File: src/rtl/comp_seq_if.sv
// Bundle of the comp_seq request and result signals.
// The requester drives operands and start; the comparator returns status and result flags.
interface comp_seq_if #(
  parameter int WIDTH = 16
);
  logic             start;
  logic             signed_mode;
  logic [WIDTH-1:0] A;
  logic [WIDTH-1:0] B;
  logic             busy;
  logic             done;
  logic             out_A_G_B;
  logic             out_A_E_B;
  logic             out_A_L_B;

  modport master (
    output start, signed_mode, A, B,
    input  busy, done, out_A_G_B, out_A_E_B, out_A_L_B
  );

  modport slave (
    input  start, signed_mode, A, B,
    output busy, done, out_A_G_B, out_A_E_B, out_A_L_B
  );
endinterface

File: src/rtl/comp_seq.sv
// Sequential magnitude comparator: walks the operands CHUNK bits per cycle, most significant
// chunk first, and stops on the first unequal chunk. Supports unsigned and two's-complement.
module comp_seq #(
  parameter int WIDTH = 16,
  parameter int CHUNK = 4
) (
  input  logic      clk,
  input  logic      rst,
  comp_seq_if.slave bus
);

  localparam int N     = WIDTH / CHUNK;
  localparam int IDX_W = (N > 1) ? $clog2(N) : 1;

  localparam logic [IDX_W-1:0] IDX_TOP  = IDX_W'(N - 1);
  localparam logic [WIDTH-1:0] MSB_MASK = WIDTH'(1) << (WIDTH - 1);

  typedef enum logic {
    S_IDLE,
    S_BUSY
  } state_e;

  state_e           state_q, state_d;
  logic [IDX_W-1:0] idx_q, idx_d;
  logic [WIDTH-1:0] a_q, a_d;
  logic [WIDTH-1:0] b_q, b_d;
  logic             gt_q, gt_d;
  logic             eq_q, eq_d;
  logic             lt_q, lt_d;
  logic             done_q, done_d;

  logic [N-1:0][CHUNK-1:0] a_ch;
  logic [N-1:0][CHUNK-1:0] b_ch;
  logic [CHUNK-1:0]        chunk_a;
  logic [CHUNK-1:0]        chunk_b;

  assign a_ch    = a_q;
  assign b_ch    = b_q;
  assign chunk_a = a_ch[idx_q];
  assign chunk_b = b_ch[idx_q];

  // Signed compare is done by flipping both sign bits at latch time. That turns two's-complement
  // ordering into unsigned ordering, so every chunk, including the top one, compares unsigned.
  // NOTE: every variable gets its default at the top of the block, so no path can infer a latch.
  always_comb begin
    state_d = state_q;
    idx_d   = idx_q;
    a_d     = a_q;
    b_d     = b_q;
    gt_d    = gt_q;
    eq_d    = eq_q;
    lt_d    = lt_q;
    done_d  = 1'b0;

    case (state_q)
      S_IDLE: begin
        if (bus.start) begin
          a_d     = bus.signed_mode ? (bus.A ^ MSB_MASK) : bus.A;
          b_d     = bus.signed_mode ? (bus.B ^ MSB_MASK) : bus.B;
          idx_d   = IDX_TOP;
          state_d = S_BUSY;
        end
      end

      S_BUSY: begin
        if (chunk_a != chunk_b) begin
          gt_d    = (chunk_a > chunk_b);
          lt_d    = (chunk_a < chunk_b);
          eq_d    = 1'b0;
          done_d  = 1'b1;
          state_d = S_IDLE;
        end else if (idx_q == '0) begin
          gt_d    = 1'b0;
          eq_d    = 1'b1;
          lt_d    = 1'b0;
          done_d  = 1'b1;
          state_d = S_IDLE;
        end else begin
          idx_d = idx_q - IDX_W'(1);
        end
      end

      default: state_d = S_IDLE;
    endcase
  end

  // NOTE: sequential state uses non-blocking assignments so every flop samples pre-edge values.
  always_ff @(posedge clk) begin
    if (rst) begin
      state_q <= S_IDLE;
      idx_q   <= IDX_TOP;
      gt_q    <= 1'b0;
      eq_q    <= 1'b0;
      lt_q    <= 1'b0;
      done_q  <= 1'b0;
    end else begin
      state_q <= state_d;
      idx_q   <= idx_d;
      gt_q    <= gt_d;
      eq_q    <= eq_d;
      lt_q    <= lt_d;
      done_q  <= done_d;
    end
  end

  // NOTE: operand registers are deliberately left out of reset; they are always reloaded on
  // start before being read, so resetting them would only add reset fan-out.
  always_ff @(posedge clk) begin
    a_q <= a_d;
    b_q <= b_d;
  end

  assign bus.busy      = (state_q == S_BUSY);
  assign bus.done      = done_q;
  assign bus.out_A_G_B = gt_q;
  assign bus.out_A_E_B = eq_q;
  assign bus.out_A_L_B = lt_q;

endmodule

File: src/flat_wrapper.sv
// flat-port wrapper written by rule: the top's interface ports become plain ports
module comp_seq_flat 
#(
  parameter int WIDTH = 16,
  parameter int CHUNK = 4
)
  (clk, rst, bus_start, bus_signed_mode, bus_A, bus_B, bus_busy, bus_done, bus_out_A_G_B, bus_out_A_E_B, bus_out_A_L_B);
  comp_seq_if #(.WIDTH(WIDTH)) bus_i ();
  input  logic clk;
  input  logic rst;
  input wire logic [$bits(bus_i.start)-1:0] bus_start;
  input wire logic [$bits(bus_i.signed_mode)-1:0] bus_signed_mode;
  input wire logic [$bits(bus_i.A)-1:0] bus_A;
  input wire logic [$bits(bus_i.B)-1:0] bus_B;
  output wire logic [$bits(bus_i.busy)-1:0] bus_busy;
  output wire logic [$bits(bus_i.done)-1:0] bus_done;
  output wire logic [$bits(bus_i.out_A_G_B)-1:0] bus_out_A_G_B;
  output wire logic [$bits(bus_i.out_A_E_B)-1:0] bus_out_A_E_B;
  output wire logic [$bits(bus_i.out_A_L_B)-1:0] bus_out_A_L_B;
  assign bus_i.start = bus_start;
  assign bus_i.signed_mode = bus_signed_mode;
  assign bus_i.A = bus_A;
  assign bus_i.B = bus_B;
  assign bus_busy = bus_i.busy;
  assign bus_done = bus_i.done;
  assign bus_out_A_G_B = bus_i.out_A_G_B;
  assign bus_out_A_E_B = bus_i.out_A_E_B;
  assign bus_out_A_L_B = bus_i.out_A_L_B;
  comp_seq #(.WIDTH(WIDTH), .CHUNK(CHUNK)) u_core (.clk(clk), .rst(rst), .bus(bus_i));
endmodule
File: config.mk
export PLATFORM = sky130hd
export DESIGN_NAME = comp_seq_flat
export DESIGN_NICKNAME = d
export VERILOG_FILES = /design/src/rtl/comp_seq_if.sv /design/src/rtl/comp_seq.sv /design/src/flat_wrapper.sv
export SDC_FILE = /design/constraint.sdc
export NUM_CORES = 1
export LEC_CHECK = 0
export ABC_CLOCK_PERIOD_IN_PS = 3200
export BUFFER_PORTS_ARGS = -buffer_cell sky130_fd_sc_hd__buf_2
export CAP_MARGIN = 20
export CORE_MARGIN = 1
export CORE_UTILIZATION = 40
export CTS_CLUSTER_SIZE = 8
export DETAILED_ROUTE_END_ITERATION = 16
export GPL_ROUTABILITY_DRIVEN = 1
export GPL_TIMING_DRIVEN = 0
export PLACE_DENSITY = 0.59
export SLEW_MARGIN = 20
export SYNTH_ARGS = -nofsm -noshare
export SYNTH_HDL_FRONTEND = slang
export SYNTH_SLANG_ARGS = --single-unit
File: constraint.sdc
create_clock -name clk -period 3.2 [get_ports clk]
set_clock_uncertainty 0.2 [all_clocks]
set_input_delay 0.32 -clock clk [delete_from_list [all_inputs] [get_ports clk]]
set_output_delay 0.32 -clock clk [all_outputs]
set_load 0.1 [all_outputs]
==> metrics, run 1 <==
outcome=finished, final reports clean; Pwr Density=roughly 500 nW/µm²; Worst-Margin Slew=approximately 0.56 ns; Hold Path Stages=1; min Tclk post-route=2.38 ns; Gate power share=17.7%; initial antenna violation count=0; Synth cell types=21; Initial Util=between 40 and 50%; final wirelength=approximately 2700 µm; Rows=22; clk slew on worst S/H paths=~0.07 ns; router iterations before antenna repair=4; core area=~3800 µm²; number of vias per cell=4.66; FILL cells=between 200 and 300; GP Congestion=a little under 0.8; die area=between 4000 and 5000 µm²; vias in the first global route=between 900 and 1000; Final Hold Viols=0; drt drc=0; sw frac=about a quarter; first-pass GRT wire length=approximately 4200 µm; CP Data Required Time=~3.2 ns; Chip Width=~65 µm; Syn Area/Cell=16.9 µm²; internal power=830 µW; setup_tns=0 ns; diodes inserted=0; drt initial violations=40; NumNets Final=205; Critical Path AT=around 2.4 ns; Setup violations, final=0; Detailed Place HPWL=~1800 µm; Pwr Total=about 1.1 mW; class of the worst hold path=primary input to flip-flop; Clk Tree Root Cell=clkbuf_8; largest net degree at the start of global routing=18; Syn. warnings=0; sequential share of the synthesized area=around two thirds; fmax=0.421 GHz; Die H=roughly 65 µm; num ports=41; number of flops mapped to enable cells by yosys=32; critical setup path kind=flip-flop to flip-flop; layout cells sized above 1=a little under two fifths; grt total ovfl=0; clock share of power=28.1%; startpoint types=flip-flop; register share of total power=a little over half; final slew viol count=0; Lkg Pwr=between 0.9 and 1 nW; CTS sink cnt=39; # port buffers=39; FF+latch count, synth=39; Worst Reg2Reg Path Length in Cells=7; maximum clock path buffer count=2; switching pwr=273 µW; Mapped Cells=95; Top FF cell, synth=edfxtp_1; Num CTS Buffers=5; # H-tree levels=2; GRT Util Overall=14.2%; Max Cap Viol=0; CP Capture Type=flip-flop; Worst VDD drop=around 0.34 mV; ys async rst share=0%; RSZ-0062 raised after global routing=false; mapped cell area=approximately 1600 µm²; Post-DRT Antenna Nets=0; Via Count=approximately 990; Skew-Pair Late Insertion Delay=around 0.29 ns; syn_nets=about 140; fin crit share=around 74%; Layout area overhead=36.8%; Routed wire per std cell=12.5 µm; CTS tree=yes; largest fanout on the critical path=10; worst slew margin relative to its limit=a little over three fifths
registers in the layout (all words and copies together), names as in the netlist:
register	flops
u_core.bus.out_A_L_B	1
u_core.bus.out_A_G_B	1
u_core.bus.out_A_E_B	1
u_core.bus.done	1
u_core.idx_q	2
u_core.bus.busy	1
u_core.a_ch	16
u_core.b_ch	16
final cells by class:
type / count / area (µm²) / area share (%)
tap: 48 / 60.1 / 2.73
sequential: 39 / 1100 / 50.1
multi-input combinational: 44 / 452 / 20.5
clock buffer: 7 / 76.3 / 3.47
inverter: 8 / 30.0 / 1.37
clock inverter: 1 / 5.00 / 0.228
timing repair buffer: 62 / 443 / 20.1
buffer: 4 / 32.5 / 1.48
path summary, 6_finish.rpt:
| check | end | startpoint | slack, ns |
|---|---|---|---|
| max reg2reg | u_core.idx_q[1] | u_core.idx_q[0] | 0.82 |
| min reg2reg | u_core.bus.out_A_G_B | u_core.bus.out_A_G_B | 0.30 |
| max | u_core.idx_q[1] | u_core.idx_q[0] | 0.82 |
| min | u_core.b_ch[5] | bus_B[5] | 0.01 |
logic make-up (layout without fill, tap and decap cells):
| family | Yosys count | after routing | share of synthesized area, % |
|---|---|---|---|
| DFF | 39 | 39 | 68.5 |
| and+or+nand+nor | 19 | 19 | 6.93 |
| adders and majority gates | 5 | 5 | 3.89 |
| muxes | 8 | 8 | 11.2 |
| AOI/OAI and AO/OA | 10 | 10 | 4.51 |
| xor gates and xnor gates | 2 | 2 | 1.09 |
| buffers and inverters | 12 | 82 | 3.89 |
cells in the mapped netlist, drive strengths merged (2+ instances only):
library cell / number / area [µm²]
ha: 5 / 62.6
buf: 4 / 32.5
a21oi: 5 / 25.0
xor2: 2 / 17.5
dfxtp: 7 / 140
edfxtp: 32 / 961
and2: 2 / 17.5
inv: 8 / 30.0
nand2: 4 / 15.0
nor3: 3 / 15.0
o21ai: 2 / 10.0
nor2: 6 / 22.5
mux4: 8 / 180
worst max-delay path, stage by stage (launching register included):
cell and delay [ns]:
dfxtp_1 0.36, buf_6 0.18, mux4_2 0.51, ha_1 0.37, nand4_4 0.14, a211oi_4 0.32, nor3_1 0.08, a21oi_1 0.13
routing by layer:
layer  GRT usage [%]  vias up  routed length, µm  part of all wire (%)
li1                -      495                  -                     -
met1            16.6      462               1160                    44
met2            22.6       30               1290                    49
met3            5.21        6                146                   5.5
met4            8.15        0                 60                   2.3
met5               0        -                  0                     0
cell usage in the layout (no fill, tap or decap), types with 2 or more instances in the layout:
cell and n:
a21oi_1 5, and2_4 2, buf_2 41, buf_6 2, clkbuf_1 2, clkbuf_8 5
dfxtp_1 7, dlygate4sd3_1 22, edfxtp_1 32, ha_1 5, inv_1 8, mux4_2 8
nand2_1 4, nor2_1 6, nor3_1 3, o21ai_0 2, xor2_1 2
per-stage QoR:
step           hold slack [ns]  instance area (µm²)  setup WS [ns]  util [%]  std cells
2_1_floorplan            0.219                 1610          0.186         -         95
3_3_place_gp             0.273                 1860          0.168      49.4        182
3_5_place_dp             0.286                 1900          0.789      50.3        183
4_1_cts               0.000212                 2070          0.766      54.9        200
5_1_grt                0.00227                 2200          0.640      58.3        213
6_report                0.0108                 2200          0.823      58.3        213
power by group through the flow:
stage	Sequential (mW)	Clock, mW	Combinational (mW)
3_3_place_gp	0.610	0	0.165
3_5_place_dp	0.610	0	0.177
5_1_grt	0.602	0.343	0.211
4_1_cts	0.599	0.320	0.186
6_report	0.599	0.309	0.195
2_1_floorplan	0.644	0	0.0893
timing repair:
item                                    in CTS  in global routing
resized for setup                            0                  0
buffers inserted                             0                  0
hold buffers                                 9                 13
endpoints found under the setup margin       0                  0
endpoints found under the hold margin        9                 13
(Power assumes the default switching activity.)
==> run 2: changes to the inputs <==
--- a/config.mk
+++ b/config.mk
@@ -5,7 +5,7 @@
 export SDC_FILE = /design/constraint.sdc
 export NUM_CORES = 1
 export LEC_CHECK = 0
-export ABC_CLOCK_PERIOD_IN_PS = 3200
+export ABC_CLOCK_PERIOD_IN_PS = 2200
 export BUFFER_PORTS_ARGS = -buffer_cell sky130_fd_sc_hd__buf_2
 export CAP_MARGIN = 20
 export CORE_MARGIN = 1
==> constraint.sdc (replaced) <==
create_clock -name clk -period 2.2 [get_ports clk]
set_clock_uncertainty 0.2 [all_clocks]
set_input_delay 0.22 -clock clk [delete_from_list [all_inputs] [get_ports clk]]
set_output_delay 0.22 -clock clk [all_outputs]
set_load 0.1 [all_outputs]
==> metrics, run 2 (same netlist as run 1, synthesis figures left out) <==
final slew viol count=0 (unchanged); initial antenna violation count=0 (unchanged); # H-tree levels=2 (unchanged); Initial Util=42.6% (unchanged); core area=3770 µm² (unchanged); Buf/Inv on CP=2 (+1); setup slack after layout=-0.0430 ns (-0.866 ns); delay-heaviest family, CP=multiplexers; Max Cap Viol=0 (unchanged); Layout area overhead=50.0%; Lkg Pwr=0.969 nW (+6.8%); fmax=0.446 GHz (+6.0%); Cell Chain, Critical Path=buf_6 -> mux4_2 -> ha_4 -> nand4_4 -> buf_4 -> nand2_2 -> nor2_1 -> a32o_1; Num CTS Buffers=5 (unchanged); Rows=22 (unchanged); die area=4280 µm² (unchanged); RSZ-0062 raised after global routing=true; CTS tree=yes; setup_tns=-0.0749 ns (-0.0749 ns); class of the worst hold path=primary input to flip-flop; drt drc=0 (unchanged); Detailed Place HPWL=1710 µm (-5.8%); Worst-Margin Slew=0.879 ns (+0.319 ns); first-pass GRT wire length=4520 µm (+7.7%); Worst path max stage delay=0.53 ns (+0.02 ns); grt total ovfl=0 (unchanged); drt initial violations=37 (-7.5%); worst reg-to-reg setup slack=-0.04 ns (-0.87 ns); fin crit share=102% (+28 points); layout cells sized above 1=44.6% (+6.4 points); Fin Hold WS=0.0367 ns (+0.0259 ns); failing checks=setup timing; Hold Path Stages=2 (+1); GRT Util Overall=14.7% (+0.46 points); NumNets Final=215 (+4.9%); CP Capture Type=flip-flop; Endpoint, Worst Hold=u_core.b_ch[15]; # port buffers=39 (unchanged); fin util=63.9% (+5.6 points); Reg-to-Reg End=u_core.bus.out_A_G_B; outcome=complete, but fails checks; largest fanout on the critical path=5 (-5); Chip Width=65.4 µm (unchanged); Final Hold Viols=0 (unchanged); Clk Tree Root Cell=clkbuf_8; GP Congestion=0.704 (-9.4%); Routed wire per std cell=12.7 µm (+1.8%); Worst VDD drop=0.455 mV (+33%); router iterations before antenna repair=4 (unchanged); Pwr Total=1.90 mW (+72%); CP Data Required Time=2.19 ns (-1.02 ns); num ports=41 (unchanged); diodes inserted=0 (unchanged); Die H=65.4 µm (unchanged); clk slew on worst S/H paths=0.08 ns (about the same); Skew-Pair Late Insertion Delay=0.29 ns (about the same); Critical R2R Launch=u_core.idx_q[0]; critical setup path kind=flip-flop to flip-flop; Critical Path AT=2.23 ns (-0.15 ns); FILL cells=266 (-8.0%); most frequent cells in the layout=buf_2, edfxtp_1, dlygate4sd3_1, mux4_2, inv_1; min Tclk post-route=2.24 ns (-0.134 ns); number of vias per cell=4.65 (-0.35%); startpoint types=flip-flop; hold_sp=bus_B[15]; vias in the first global route=1052 (+12%); pre-CTS WS=-0.149 ns (-0.937 ns); largest net degree at the start of global routing=33 (+15); Worst Reg2Reg Path Length in Cells=8 (+1); Setup violations, final=3 (+3); Post-DRT Antenna Nets=0 (unchanged); Via Count=1036 (+4.3%); CTS sink cnt=39 (unchanged); maximum clock path buffer count=2 (unchanged); final wirelength=2830 µm (+6.5%); slowest stage cell on the critical path=mux4_2; Pwr Density=788 nW/µm² (+57%); most common cell after layout, fill and taps aside=buf_2; worst slew margin relative to its limit=41.3% (-21 points)
run 2: cell types whose count changed in the layout (fill, tap and decap cells not counted), sizes merged:
cell,delta
dlygate4sd3,+8
buf,+2
clkbuf,-1
clkinv,-1
bufinv,+2
run 2: layout make-up:
class / count / area, µm² / share of cell area, %
flip-flops and latches: 39 / 1100 / 45.7
multi-input cells: 44 / 536 / 22.2
repair buffers: 72 / 518 / 21.5
clock buffers: 6 / 72.6 / 3.01
clock inverters: 2 / 60.1 / 2.49
well taps: 48 / 60.1 / 2.49
plain buffers: 4 / 32.5 / 1.35
inverters: 8 / 30.0 / 1.25
run 2: worst max-delay path by stage:
stage                     from              endpoint  slack, ns  cells past startpoint
3_3_place_gp   u_core.idx_q[0]       u_core.idx_q[0]      -0.14                      7
2_1_floorplan  u_core.idx_q[0]       u_core.idx_q[0]       0.01                      7
3_5_place_dp   u_core.idx_q[0]       u_core.idx_q[1]      -0.15                      7
6_report       u_core.idx_q[0]  u_core.bus.out_A_G_B      -0.04                      8
4_1_cts        u_core.idx_q[0]       u_core.idx_q[0]      -0.03                      7
5_1_grt        u_core.idx_q[0]       u_core.idx_q[0]      -0.16                      7
run 2: timing repair:
action	CTS	global route
setup endpoints to repair	6	6
cloned	1	0
setup buffers	1	1
pin swaps	6	2
resized for setup	4	11
hold buffers	30	0
hold endpoints to repair	30	0
run 2: where the power goes:
group / internal [mW] / switching, mW / leakage (nW)
logic: 0.160 / 0.175 / 0.540
clock network: 0.453 / 0.241 / 0.0654
registers: 0.858 / 0.0131 / 0.364
total: 1.47 / 0.428 / 0.969
run 2: per-stage QoR:
stage / cell area, µm² / instances
after detailed placement: 1880 / 182
after floorplan: 1630 / 95
after global routing: 2410 / 223
after CTS: 2360 / 222
after global placement: 1880 / 182
final: 2410 / 223
run 2: routing by layer:
layer  global-route usage, %  wire length [µm]
met1                    16.1              1180
met2                    25.8              1500
met3                    5.21               141
met4                    5.71                15
met5                       0                 0
run 2: worst register-to-register path: cells and delay by family, from the launching register on:
family,cells,cell delay (ns)
fa+ha+maj,1,0.31
buf+inv,2,0.31
compound gates,1,0.20
simple gates,3,0.24
flops,1,0.36
mux,1,0.53
==> run 3: changes to the inputs <==
--- a/config.mk
+++ b/config.mk
@@ -8,7 +8,7 @@
 export ABC_CLOCK_PERIOD_IN_PS = 2200
 export BUFFER_PORTS_ARGS = -buffer_cell sky130_fd_sc_hd__buf_2
 export CAP_MARGIN = 20
-export CORE_MARGIN = 1
+export CORE_MARGIN = 3
 export CORE_UTILIZATION = 40
 export CTS_CLUSTER_SIZE = 8
 export DETAILED_ROUTE_END_ITERATION = 16
==> metrics, run 3 (same netlist as run 1, synthesis figures left out) <==
outcome=complete, but fails checks; failing checks=setup timing; Met3 Wirelength=171 µm (+21%); fmax=0.440 GHz (-1.2%); FILL cells=270 (+1.5%); startpoint types=flip-flop; Die H=69.4 µm (+6.1%); Lkg Pwr=0.952 nW (-1.7%); Chip Width=69.4 µm (+6.1%); Post-DRT Antenna Nets=0 (unchanged); drt drc=0 (unchanged); # H-tree levels=2 (unchanged); number of vias per cell=4.69 (+0.97%); Setup violations, final=2 (-1); Buf/Inv on CP=1 (-1); layout cells sized above 1=42.3% (-2.3 points); Worst VDD drop=0.415 mV (-8.8%); GRT Util Overall=14.7% (-0.043 points); Critical Path AT=2.27 ns (+0.04 ns); Worst-Margin Slew=0.860 ns (-0.0194 ns); Worst path max stage delay=0.54 ns (about the same); largest net degree at the start of global routing=33 (unchanged); Detailed Place HPWL=1810 µm (+5.6%); maximum clock path buffer count=2 (unchanged); setup slack after layout=-0.0703 ns (-0.0273 ns); die area=4820 µm² (+13%); RSZ-0062 raised after global routing=true; Pwr Density=696 nW/µm² (-12%); highest metal used=met4; final slew viol count=0 (unchanged); CTS tree=yes; Max Cap Viol=0 (unchanged); largest fanout on the critical path=8 (+3); diodes inserted=0 (unchanged); critical setup path kind=flip-flop to flip-flop; CP Data Required Time=2.20 ns (about the same); final instance area=2370 µm² (-1.9%); Clk Tree Root Cell=clkbuf_8; clk slew on worst S/H paths=0.07 ns (about the same); slowest stage cell on the critical path=mux4_2; initial antenna violation count=0 (unchanged); min Tclk post-route=2.27 ns (+0.0273 ns); multi-input logic area=522 µm² (-2.6%); Num CTS Buffers=5 (unchanged); Final Hold Viols=0 (unchanged); routed wl met2=1690 µm (+13%); Reg area=1100 µm² (unchanged); Via Count=1046 (+0.97%); worst slew margin relative to its limit=42.6% (+1.3 points); fin util=62.7% (-1.2 points); fin crit share=103% (+1.2 points); class of the worst hold path=primary input to flip-flop; delay-heaviest family, CP=multiplexers; CTS sink cnt=39 (unchanged); vias in the first global route=1130 (+7.4%); Skew-Pair Late Insertion Delay=0.28 ns (about the same); CP Capture Type=flip-flop; first-pass GRT wire length=5240 µm (+16%); Routed wire per std cell=13.9 µm (+9.2%); Post-Route M1 WL=1150 µm (-3.0%); # port buffers=39 (unchanged); Cell Chain, Critical Path=buf_12 -> mux4_2 -> ha_4 -> nand4_4 -> a211oi_4 -> nor3_2 -> a21oi_1; grt total ovfl=0 (unchanged); placed cell areas=1880 µm² (unchanged); router iterations before antenna repair=4 (unchanged); final wirelength=3090 µm (+9.2%); num ports=41 (unchanged); Layout area overhead=47.2%; NumNets Final=215 (unchanged); GP Congestion=0.720 (+2.3%); drt initial violations=44 (+19%); Rows=22 (unchanged); most frequent cells in the layout=buf_2, edfxtp_1, dlygate4sd3_1, mux4_2, inv_1; Initial Util=42.6% (unchanged); core area=3770 µm² (unchanged); most common cell after layout, fill and taps aside=buf_2
-- run 3: power by group --
part	internal [mW]	total (mW)	switching, mW
clock	0.216	0.443	0.227
combinational	0.159	0.330	0.171
sequential	0.858	0.874	0.0160
total	1.23	1.65	0.413
-- run 3: final timing paths --
| path | end | start | slack [ns] | depth (start not counted) |
|---|---|---|---|---|
| min reg2reg | u_core.bus.out_A_L_B | u_core.bus.out_A_L_B | 0.29 | 2 |
| max reg2reg | u_core.idx_q[0] | u_core.idx_q[0] | -0.07 | 7 |
| max | u_core.idx_q[0] | u_core.idx_q[0] | -0.07 | 7 |
| min | u_core.b_ch[15] | bus_B[15] | 0.04 | 2 |
-- run 3: layout make-up --
| cell class | instances | share of cell area, % |
|---|---|---|
| sequential | 39 | 46.6 |
| timing repair buffer | 72 | 22.4 |
| multi-input combinational | 44 | 22.1 |
| clock buffer | 6 | 3.07 |
| tap | 48 | 2.54 |
| buffer | 4 | 1.75 |
| inverter | 8 | 1.27 |
| clock inverter | 2 | 0.317 |
-- run 3: layer usage --
layer / track usage [%] / vias up
li1: - / 516
met1: 15.8 / 484
met2: 25.2 / 36
met3: 5.94 / 10
met4: 6.29 / 0
met5: 0 / -
-- run 3: per-stage QoR --
stage	TNS, ns	setup WS, ns	cells	hold WS (ns)	total power, mW
floorplan	0	0.0112	95	0.119	1.07
global placement	-0.517	-0.144	182	0.196	1.14
detailed placement	-0.570	-0.150	182	0.198	1.14
CTS	-0.0211	-0.0125	223	0.0313	1.64
global route	-0.421	-0.146	223	0.0224	1.73
finish	-0.109	-0.0703	223	0.0394	1.65
-- run 3: timing repair --
item	in CTS	in global routing
endpoints found under the setup margin	7	7
buffers inserted	3	0
pin swaps	3	6
endpoints found under the hold margin	30	0
cloned	0	0
gates resized for setup	6	5
hold buffers	30	0
